--- config.mk ---
export PLATFORM = sky130hd
export DESIGN_NAME = dtlb_ubuf_flat
export DESIGN_NICKNAME = d
export VERILOG_FILES = /design/src/rtl/dtlb_ubuf_if.sv /design/src/rtl/dtlb_ubuf.sv /design/src/flat_wrapper.sv
export SDC_FILE = /design/constraint.sdc
export NUM_CORES = 1
export LEC_CHECK = 0
export CORE_ASPECT_RATIO = 1.2
export CORE_MARGIN = 3
export CORE_UTILIZATION = 45
export CTS_BUF_LIST = sky130_fd_sc_hd__clkbuf_8
export DETAILED_ROUTE_END_ITERATION = 12
export PLACE_DENSITY = 0.7
export REMOVE_ABC_BUFFERS = 1
export SLEW_MARGIN = 20
export SYNTH_ARGS = -nofsm -noshare
export SYNTH_HDL_FRONTEND = slang
export SYNTH_SLANG_ARGS = --single-unit
--- constraint.sdc ---
create_clock -name clk -period 6.43 [get_ports clk]
set_input_delay 0.643 -clock clk [delete_from_list [all_inputs] [get_ports clk]]
set_output_delay 0.643 -clock clk [all_outputs]
set_load 0.01 [all_outputs]
--- src/rtl/dtlb_ubuf_if.sv ---
// Refill port between the data micro-TLB and the main TLB search port.
// The micro-TLB holds req level-high until the one-cycle ack returns the result.
interface dtlb_ubuf_if #(
    parameter int ASID_W = 8,
    parameter int PFN_W  = 20
);
    logic              req;
    logic [18:0]       vpn2;
    logic              ack;
    logic              found;
    logic [ASID_W-1:0] asid;
    logic              g;
    logic [PFN_W+4:0]  lo0;
    logic [PFN_W+4:0]  lo1;

    modport master (output req, vpn2, input ack, found, asid, g, lo0, lo1);
    modport slave  (input req, vpn2, output ack, found, asid, g, lo0, lo1);
endinterface

--- src/rtl/dtlb_ubuf.sv ---
// Multi-entry data micro-TLB for the MEM stage: zero-latency lookup, unmapped
// kseg0/kseg1 pass-through, and a single outstanding refill from the main TLB.
//
// state | meaning
// IDLE  | lookups served from the buffer; a mapped miss launches a refill
// REQ   | refill requested, waiting for the main TLB ack
// DRAIN | a flush hit the in-flight refill; wait for ack and drop the result
module dtlb_ubuf #(
    parameter int ENTRIES = 4,
    parameter int ASID_W  = 8,
    parameter int PFN_W   = 20
) (
    input  logic              clk,
    input  logic              resetn,
    input  logic              req_valid,
    input  logic [19:0]       req_vaddr,
    input  logic              req_is_store,
    input  logic              flush,
    input  logic [ASID_W-1:0] cur_asid,
    input  logic [2:0]        cp0_k0,
    dtlb_ubuf_if.master       tlb,
    output logic [PFN_W-1:0]  paddr_tag,
    output logic              is_cached,
    output logic              xlat_valid,
    output logic              stall,
    output logic [2:0]        exc_type
);
    localparam int IDX_W = $clog2(ENTRIES);

    typedef enum logic [1:0] {IDLE, REQ, DRAIN} state_t;

    state_t state_q, state_d;

    logic [ENTRIES-1:0] ent_valid;
    logic [18:0]        ent_vpn2 [ENTRIES];
    logic [ASID_W-1:0]  ent_asid [ENTRIES];
    logic               ent_g    [ENTRIES];
    logic [PFN_W+4:0]   ent_lo0  [ENTRIES];
    logic [PFN_W+4:0]   ent_lo1  [ENTRIES];

    logic [IDX_W-1:0]   rr_ptr;
    logic [18:0]        pend_vpn2;
    logic [ASID_W-1:0]  pend_asid;
    logic               neg_valid;
    logic [18:0]        neg_vpn2;
    logic [ASID_W-1:0]  neg_asid;

    logic               mapped;
    logic               hit;
    logic [IDX_W-1:0]   hit_idx;
    logic               neg_hit;
    logic [PFN_W+4:0]   sel_lo;
    logic               has_free;
    logic [IDX_W-1:0]   free_idx;
    logic [IDX_W-1:0]   victim;
    logic               miss;
    logic               fill_we;
    logic               neg_set;

    assign mapped = (req_vaddr[19:18] != 2'b10);

    // Descending scan so the lowest matching / free index is the one kept.
    always_comb begin
        hit      = 1'b0;
        hit_idx  = '0;
        has_free = 1'b0;
        free_idx = '0;
        for (int i = ENTRIES - 1; i >= 0; i--) begin
            if (ent_valid[i] && (ent_vpn2[i] == req_vaddr[19:1]) &&
                (ent_g[i] || (ent_asid[i] == cur_asid))) begin
                hit     = 1'b1;
                hit_idx = IDX_W'(i);
            end
            if (!ent_valid[i]) begin
                has_free = 1'b1;
                free_idx = IDX_W'(i);
            end
        end
    end

    assign sel_lo  = req_vaddr[0] ? ent_lo1[hit_idx] : ent_lo0[hit_idx];
    assign victim  = has_free ? free_idx : rr_ptr;
    assign neg_hit = neg_valid && (neg_vpn2 == req_vaddr[19:1]) && (neg_asid == cur_asid);
    assign miss    = req_valid && mapped && !hit && !neg_hit;
    assign fill_we = (state_q == REQ) && tlb.ack && tlb.found && !flush;
    assign neg_set = (state_q == REQ) && tlb.ack && !tlb.found && !flush;

    always_comb begin
        state_d = state_q;
        tlb.req = 1'b0;
        unique case (state_q)
            IDLE: begin
                if (miss) state_d = REQ;
            end
            REQ: begin
                tlb.req = 1'b1;
                if (tlb.ack)    state_d = IDLE;
                else if (flush) state_d = DRAIN;
            end
            DRAIN: begin
                tlb.req = 1'b1;
                if (tlb.ack) state_d = IDLE;
            end
            default: state_d = IDLE;
        endcase
    end

    always_comb begin
        paddr_tag  = '0;
        is_cached  = 1'b0;
        xlat_valid = 1'b0;
        stall      = 1'b0;
        exc_type   = 3'b000;
        if (req_valid) begin
            if (!mapped) begin
                paddr_tag  = PFN_W'(req_vaddr[16:0]);
                is_cached  = !req_vaddr[17] && (cp0_k0 == 3'd3);
                xlat_valid = 1'b1;
            end else if (state_q != IDLE) begin
                stall = 1'b1;
            end else if (hit) begin
                if (!sel_lo[0]) begin
                    exc_type = req_is_store ? 3'b101 : 3'b010;
                end else if (req_is_store && !sel_lo[1]) begin
                    exc_type = 3'b011;
                end else begin
                    paddr_tag  = sel_lo[PFN_W+4:5];
                    is_cached  = (sel_lo[4:2] == 3'd3);
                    xlat_valid = 1'b1;
                end
            end else if (neg_hit) begin
                exc_type = req_is_store ? 3'b100 : 3'b001;
            end else begin
                stall = 1'b1;
            end
        end
    end

    assign tlb.vpn2 = pend_vpn2;

    always_ff @(posedge clk or negedge resetn) begin
        if (!resetn) begin
            state_q   <= IDLE;
            ent_valid <= '0;
            rr_ptr    <= '0;
            neg_valid <= 1'b0;
            neg_vpn2  <= '0;
            neg_asid  <= '0;
            pend_vpn2 <= '0;
            pend_asid <= '0;
        end else begin
            state_q <= state_d;
            if ((state_q == IDLE) && miss) begin
                pend_vpn2 <= req_vaddr[19:1];
                pend_asid <= cur_asid;
            end
            if (flush) begin
                ent_valid <= '0;
                neg_valid <= 1'b0;
            end else if (fill_we) begin
                ent_valid[victim] <= 1'b1;
                neg_valid         <= 1'b0;
                if (!has_free) rr_ptr <= rr_ptr + IDX_W'(1);
            end else if (neg_set) begin
                neg_valid <= 1'b1;
                neg_vpn2  <= pend_vpn2;
                neg_asid  <= pend_asid;
            end
        end
    end

    always_ff @(posedge clk) begin
        if (fill_we) begin
            ent_vpn2[victim] <= pend_vpn2;
            ent_asid[victim] <= tlb.asid;
            ent_g[victim]    <= tlb.g;
            ent_lo0[victim]  <= tlb.lo0;
            ent_lo1[victim]  <= tlb.lo1;
        end
    end
endmodule

--- src/flat_wrapper.sv ---
// flat-port wrapper written by rule: the top's interface ports become plain ports
module dtlb_ubuf_flat 
#(
    parameter int ENTRIES = 4,
    parameter int ASID_W  = 8,
    parameter int PFN_W   = 20
)
  (clk, resetn, req_valid, req_vaddr, req_is_store, flush, cur_asid, cp0_k0, paddr_tag, is_cached, xlat_valid, stall, exc_type, tlb_req, tlb_vpn2, tlb_ack, tlb_found, tlb_asid, tlb_g, tlb_lo0, tlb_lo1);
  dtlb_ubuf_if #(.ASID_W(ASID_W), .PFN_W(PFN_W)) tlb_i ();
  input  logic clk;
  input  logic resetn;
  input  logic req_valid;
  input  logic [19:0] req_vaddr;
  input  logic req_is_store;
  input  logic flush;
  input  logic [ASID_W-1:0] cur_asid;
  input  logic [2:0] cp0_k0;
  output logic [PFN_W-1:0] paddr_tag;
  output logic is_cached;
  output logic xlat_valid;
  output logic stall;
  output logic [2:0] exc_type;
  output wire logic [$bits(tlb_i.req)-1:0] tlb_req;
  output wire logic [$bits(tlb_i.vpn2)-1:0] tlb_vpn2;
  input wire logic [$bits(tlb_i.ack)-1:0] tlb_ack;
  input wire logic [$bits(tlb_i.found)-1:0] tlb_found;
  input wire logic [$bits(tlb_i.asid)-1:0] tlb_asid;
  input wire logic [$bits(tlb_i.g)-1:0] tlb_g;
  input wire logic [$bits(tlb_i.lo0)-1:0] tlb_lo0;
  input wire logic [$bits(tlb_i.lo1)-1:0] tlb_lo1;
  assign tlb_req = tlb_i.req;
  assign tlb_vpn2 = tlb_i.vpn2;
  assign tlb_i.ack = tlb_ack;
  assign tlb_i.found = tlb_found;
  assign tlb_i.asid = tlb_asid;
  assign tlb_i.g = tlb_g;
  assign tlb_i.lo0 = tlb_lo0;
  assign tlb_i.lo1 = tlb_lo1;
  dtlb_ubuf #(.ENTRIES(ENTRIES), .ASID_W(ASID_W), .PFN_W(PFN_W)) u_core (.clk(clk), .resetn(resetn), .req_valid(req_valid), .req_vaddr(req_vaddr), .req_is_store(req_is_store), .flush(flush), .cur_asid(cur_asid), .cp0_k0(cp0_k0), .tlb(tlb_i), .paddr_tag(paddr_tag), .is_cached(is_cached), .xlat_valid(xlat_valid), .stall(stall), .exc_type(exc_type));
endmodule
==> reports/qor.yml <==
sta:
  hold_ws_ns: 0.250
  maxSlewHeadroom_pct: 28.0
  rsz0062_at_grt: "no"
  worstMarginPinSlew_ns: 1.08
  fin_worst_skew_ns: 0.0148
  fmax_ghz: 0.166
  min_period_ns: 6.03
  finalSetupViolCount: 0
  fin_crit_sh_pct: 93.8
  setup_slack_ns: 0.399
  drv_slew: 0
  final_hold_viol_count: 0
synthesis:
  synth-seq-area-share_pct: 69.1
  synth_cells: 1061
  yosysTopAreaCell: "edfxtp_1"
  synth_flop_cell: "edfxtp_1"
  synthArstFlopShare_pct: 16.8
  yosysTopAreaCellShare_pct: 59.2
  synth_seq_cells: 375
  synth.distinct_cells: 60
  ys_warn_count: 0
  syn_area_um2: 15800
  synthTopCellsByArea: "edfxtp_1 (59%), dfrtp_1 (10%), xor2_1 (5.1%)"
  synth_edf_count: 312
  syn_area_per_cell_um2: 14.9
min_path:
  hp-class: "in -> async"
cts:
  cts.sinks: 375
  root_buffer: "clkbuf_8"
  htree_levels: 2
  clkTransAtPathRegs_ns: 0.06
  cts-resized-gates: 0
  cts_hold_buf: 0
  cts_tree: "yes"
  post_cts_buffers: 0
  clock_path_buffers: 3
  clk_latency_ns: 0.60
  numCtsBuffers: 56
critical_path:
  critPathRequiredTime_ns: 5.79
  crit_type: "in -> out"
  critPathLaunchType: "input pin"
  setup.worst_path.end_class: "output pin"
  cp_max_fo: 16
  worstPathArrival_ns: 5.39
die:
  core_area_um2: 34400
  initial_core_util_pct: 46.1
  die_h_um: 212
  pin_count: 143
  die_area_um2: 37500
  die_w_um: 177
  fp-row-count: 74
finish:
  diodes: 0
  finalNetCount: 1330
  stdcell_count: 1731
  fin_util_pct: 54.8
  drive_gt1_share_pct: 15.4
  area_growth_pct: 18.8
flow_run:
  cap_violations: 0
pwr:
  internal_power_mw: 4.33
  pwr-share-comb_pct: 13.7
  ir_drop_uv: 159
  switchingPower_mw: 1.47
  p_leak_nw: 6.73
  swShare_pct: 25.3
  pwr-share-seq_pct: 53.9
  clkPwrFrac_pct: 32.5
  p_per_area_nw_per_um2: 308
routing:
  wl_per_cell_um: 21.3
  drcViolationCount: 0
  drt-initial-drc-count: 720
  drt_wl_total_um: 36900
  ant_nets: 0
  first_pass_iters: 7
  viasPerCell: 5.35
  dr_total_vias: 9263
global_route:
  antenna_found_initial: 0
  grt_pass1_wl_um: 56300
  grt_usage_pct: 19.9
  grt_start_max_net_pins: 70
  gr-total-overflow: 0
  grt_pass1_vias: 9604
place:
  pre_cts_ws_ns: 0.343
  dp.cells: 1628
  gp_routability_congestion: 0.895
  portBuffers: 142
  hpwlAfterDp_um: 24500
status:
  outcome: "finished clean"
[area by class of cell]
class	instances	area, µm²
clock inverters	43	268
multi-input cells	614	4500
clock buffers	60	826
fillers	2746	15500
inverters	18	81.3
flip-flops and latches	375	10900
well taps	456	571
repair buffers	165	1610
[registers in the layout, summed over array words and instances (netlist names), 4 cells and up]
name / count
u_core.neg_asid: 8
u_core.pend_asid: 8
u_core.neg_vpn2: 19
u_core.tlb.vpn2: 19
u_core.ent_asid: 32
u_core.ent_g: 4
u_core.ent_lo1: 100
u_core.ent_valid: 4
u_core.ent_lo0: 100
u_core.ent_vpn2: 76
[worst paths after layout]
path / startpoint / end / slack [ns] / cells past startpoint
max in group asynchronous: resetn / u_core.tlb.vpn2[1]$_DFFE_PN0P_ / 5.61 / 2
worst min register to register: u_core.rr_ptr[1]$_DFFE_PN0P_ / u_core.rr_ptr[1]$_DFFE_PN0P_ / 0.47 / 1
worst max-delay path: req_vaddr[17] / paddr_tag[11] / 0.40 / 13
worst min-delay path: resetn / u_core.pend_asid[0]$_DFFE_PN0P_ / 0.25 / 2
worst max register to register: u_core.ent_asid[3][4]$_DFFE_PP_ / u_core.tlb.vpn2[1]$_DFFE_PN0P_ / 2.97 / 8
min in group clk: u_core.rr_ptr[1]$_DFFE_PN0P_ / u_core.rr_ptr[1]$_DFFE_PN0P_ / 0.47 / 1
[power by group through the flow]
| stage | Combinational, mW | Clock, mW | Sequential (mW) |
|---|---|---|---|
| final | 0.793 | 1.88 | 3.12 |
| after global routing | 0.857 | 2.04 | 3.16 |
| after CTS | 0.805 | 1.93 | 3.12 |
| after detailed placement | 0.800 | 0 | 3.17 |
| after global placement | 0.787 | 0 | 3.16 |
| after floorplan | 0.383 | 0 | 3.14 |
[cells in the final DEF (no fill, tap or decap), types with 3 or more instances in the layout]
cell             Yosys  routed
clkbuf_8             2      60
clkinv_1             0      15
xor2_1              93      93
nor4_1              34      34
bufinv_16            0       3
inv_1               17      26
nand2b_1             4       4
o31ai_1              4       4
o21ai_2              6       6
dfrtp_1             63      63
o21ai_0              5       5
nand2_1            139     138
ha_1                 3       3
or4_1                3       3
a221oi_1            16      16
nor4b_1              4       4
mux2i_1             49      49
mux4_2               4       4
o21ai_1             12      11
edfxtp_1           312     312
buf_4                2      21
o22ai_1             18      18
clkinv_2             0      13
xnor2_1             44      44
nor3b_1              3       3
nor2_1              24      22
clkdlybuf4s50_1      0     141
nor4_2               5       5
o32ai_1              3       3
a21oi_1             18      18
nand4_1             19      19
clkinvlp_4           0       3
mux2_2              55      55
nor3_1               6       5
nand3_1             12      12
nor2b_1              6       4
[cell usage after synthesis, types with 5 or more instances]
master and instances:
buf_2 30, buf_6 10, nor4_2 5, xor2_1 93, a221oi_1 16, nor3_1 6, nand2_1 139, edfxtp_1 312
nand3_1 12, clkbuf_1 7, nor2_1 24, o21ai_2 6, nor2b_1 6, a21oi_1 18, mux2_2 55, o21ai_1 12
dfrtp_1 63, nor4_1 34, xnor2_1 44, inv_1 17, mux2i_1 49, o22ai_1 18, nand4_1 19, o21ai_0 5
[through the flow]
| step | setup TNS, ns | instance area [µm²] | total power, mW |
|---|---|---|---|
| global placement | 0 | 17700 | 3.95 |
| CTS | 0 | 18800 | 5.86 |
| floorplan | -3.18 | 15500 | 3.52 |
| detailed placement | 0 | 17700 | 3.97 |
| finish | 0 | 18800 | 5.80 |
| global route | 0 | 18800 | 6.06 |
[logic make-up (layout without fill, tap and decap cells)]
logic type                 Yosys count  count (layout)  synth area share (%)
buffers and inverters               72             286                  2.80
muxes                              108             108                  7.58
DFF                                375             375                  69.1
AOI/OAI and AO/OA                   96              96                  4.31
and+or+nand+nor                    270             270                  8.38
adders and majority gates            3               3                 0.237
xor gates and xnor gates           137             137                  7.58
[worst max-delay path, cell delays in order]
cell             delay [ns]
clkdlybuf4s50_1        0.85
xor2_1                 0.21
nor4b_1                0.35
nand3_1                0.13
nor4_1                 0.68
nor2_1                 0.13
or3b_2                 0.53
nand2_1                0.59
buf_4                  0.22
o22ai_1                0.07
a221oi_1               0.38
o21ai_1                0.09
clkdlybuf4s50_1        0.49
[per-layer routing]
| metal | share of wire [%] | GRT usage [%] | wire (µm) | vias up |
|---|---|---|---|---|
| met5 | 0 | 0 | 0 | - |
| met1 | 40 | 25.7 | 14800 | 4556 |
| li1 | - | - | - | 4290 |
| met4 | 3.3 | 7.40 | 1220 | 0 |
| met3 | 7.0 | 4.13 | 2600 | 76 |
| met2 | 50 | 33.3 | 18300 | 341 |
No activity file was read; power rests on OpenSTA's default activity.
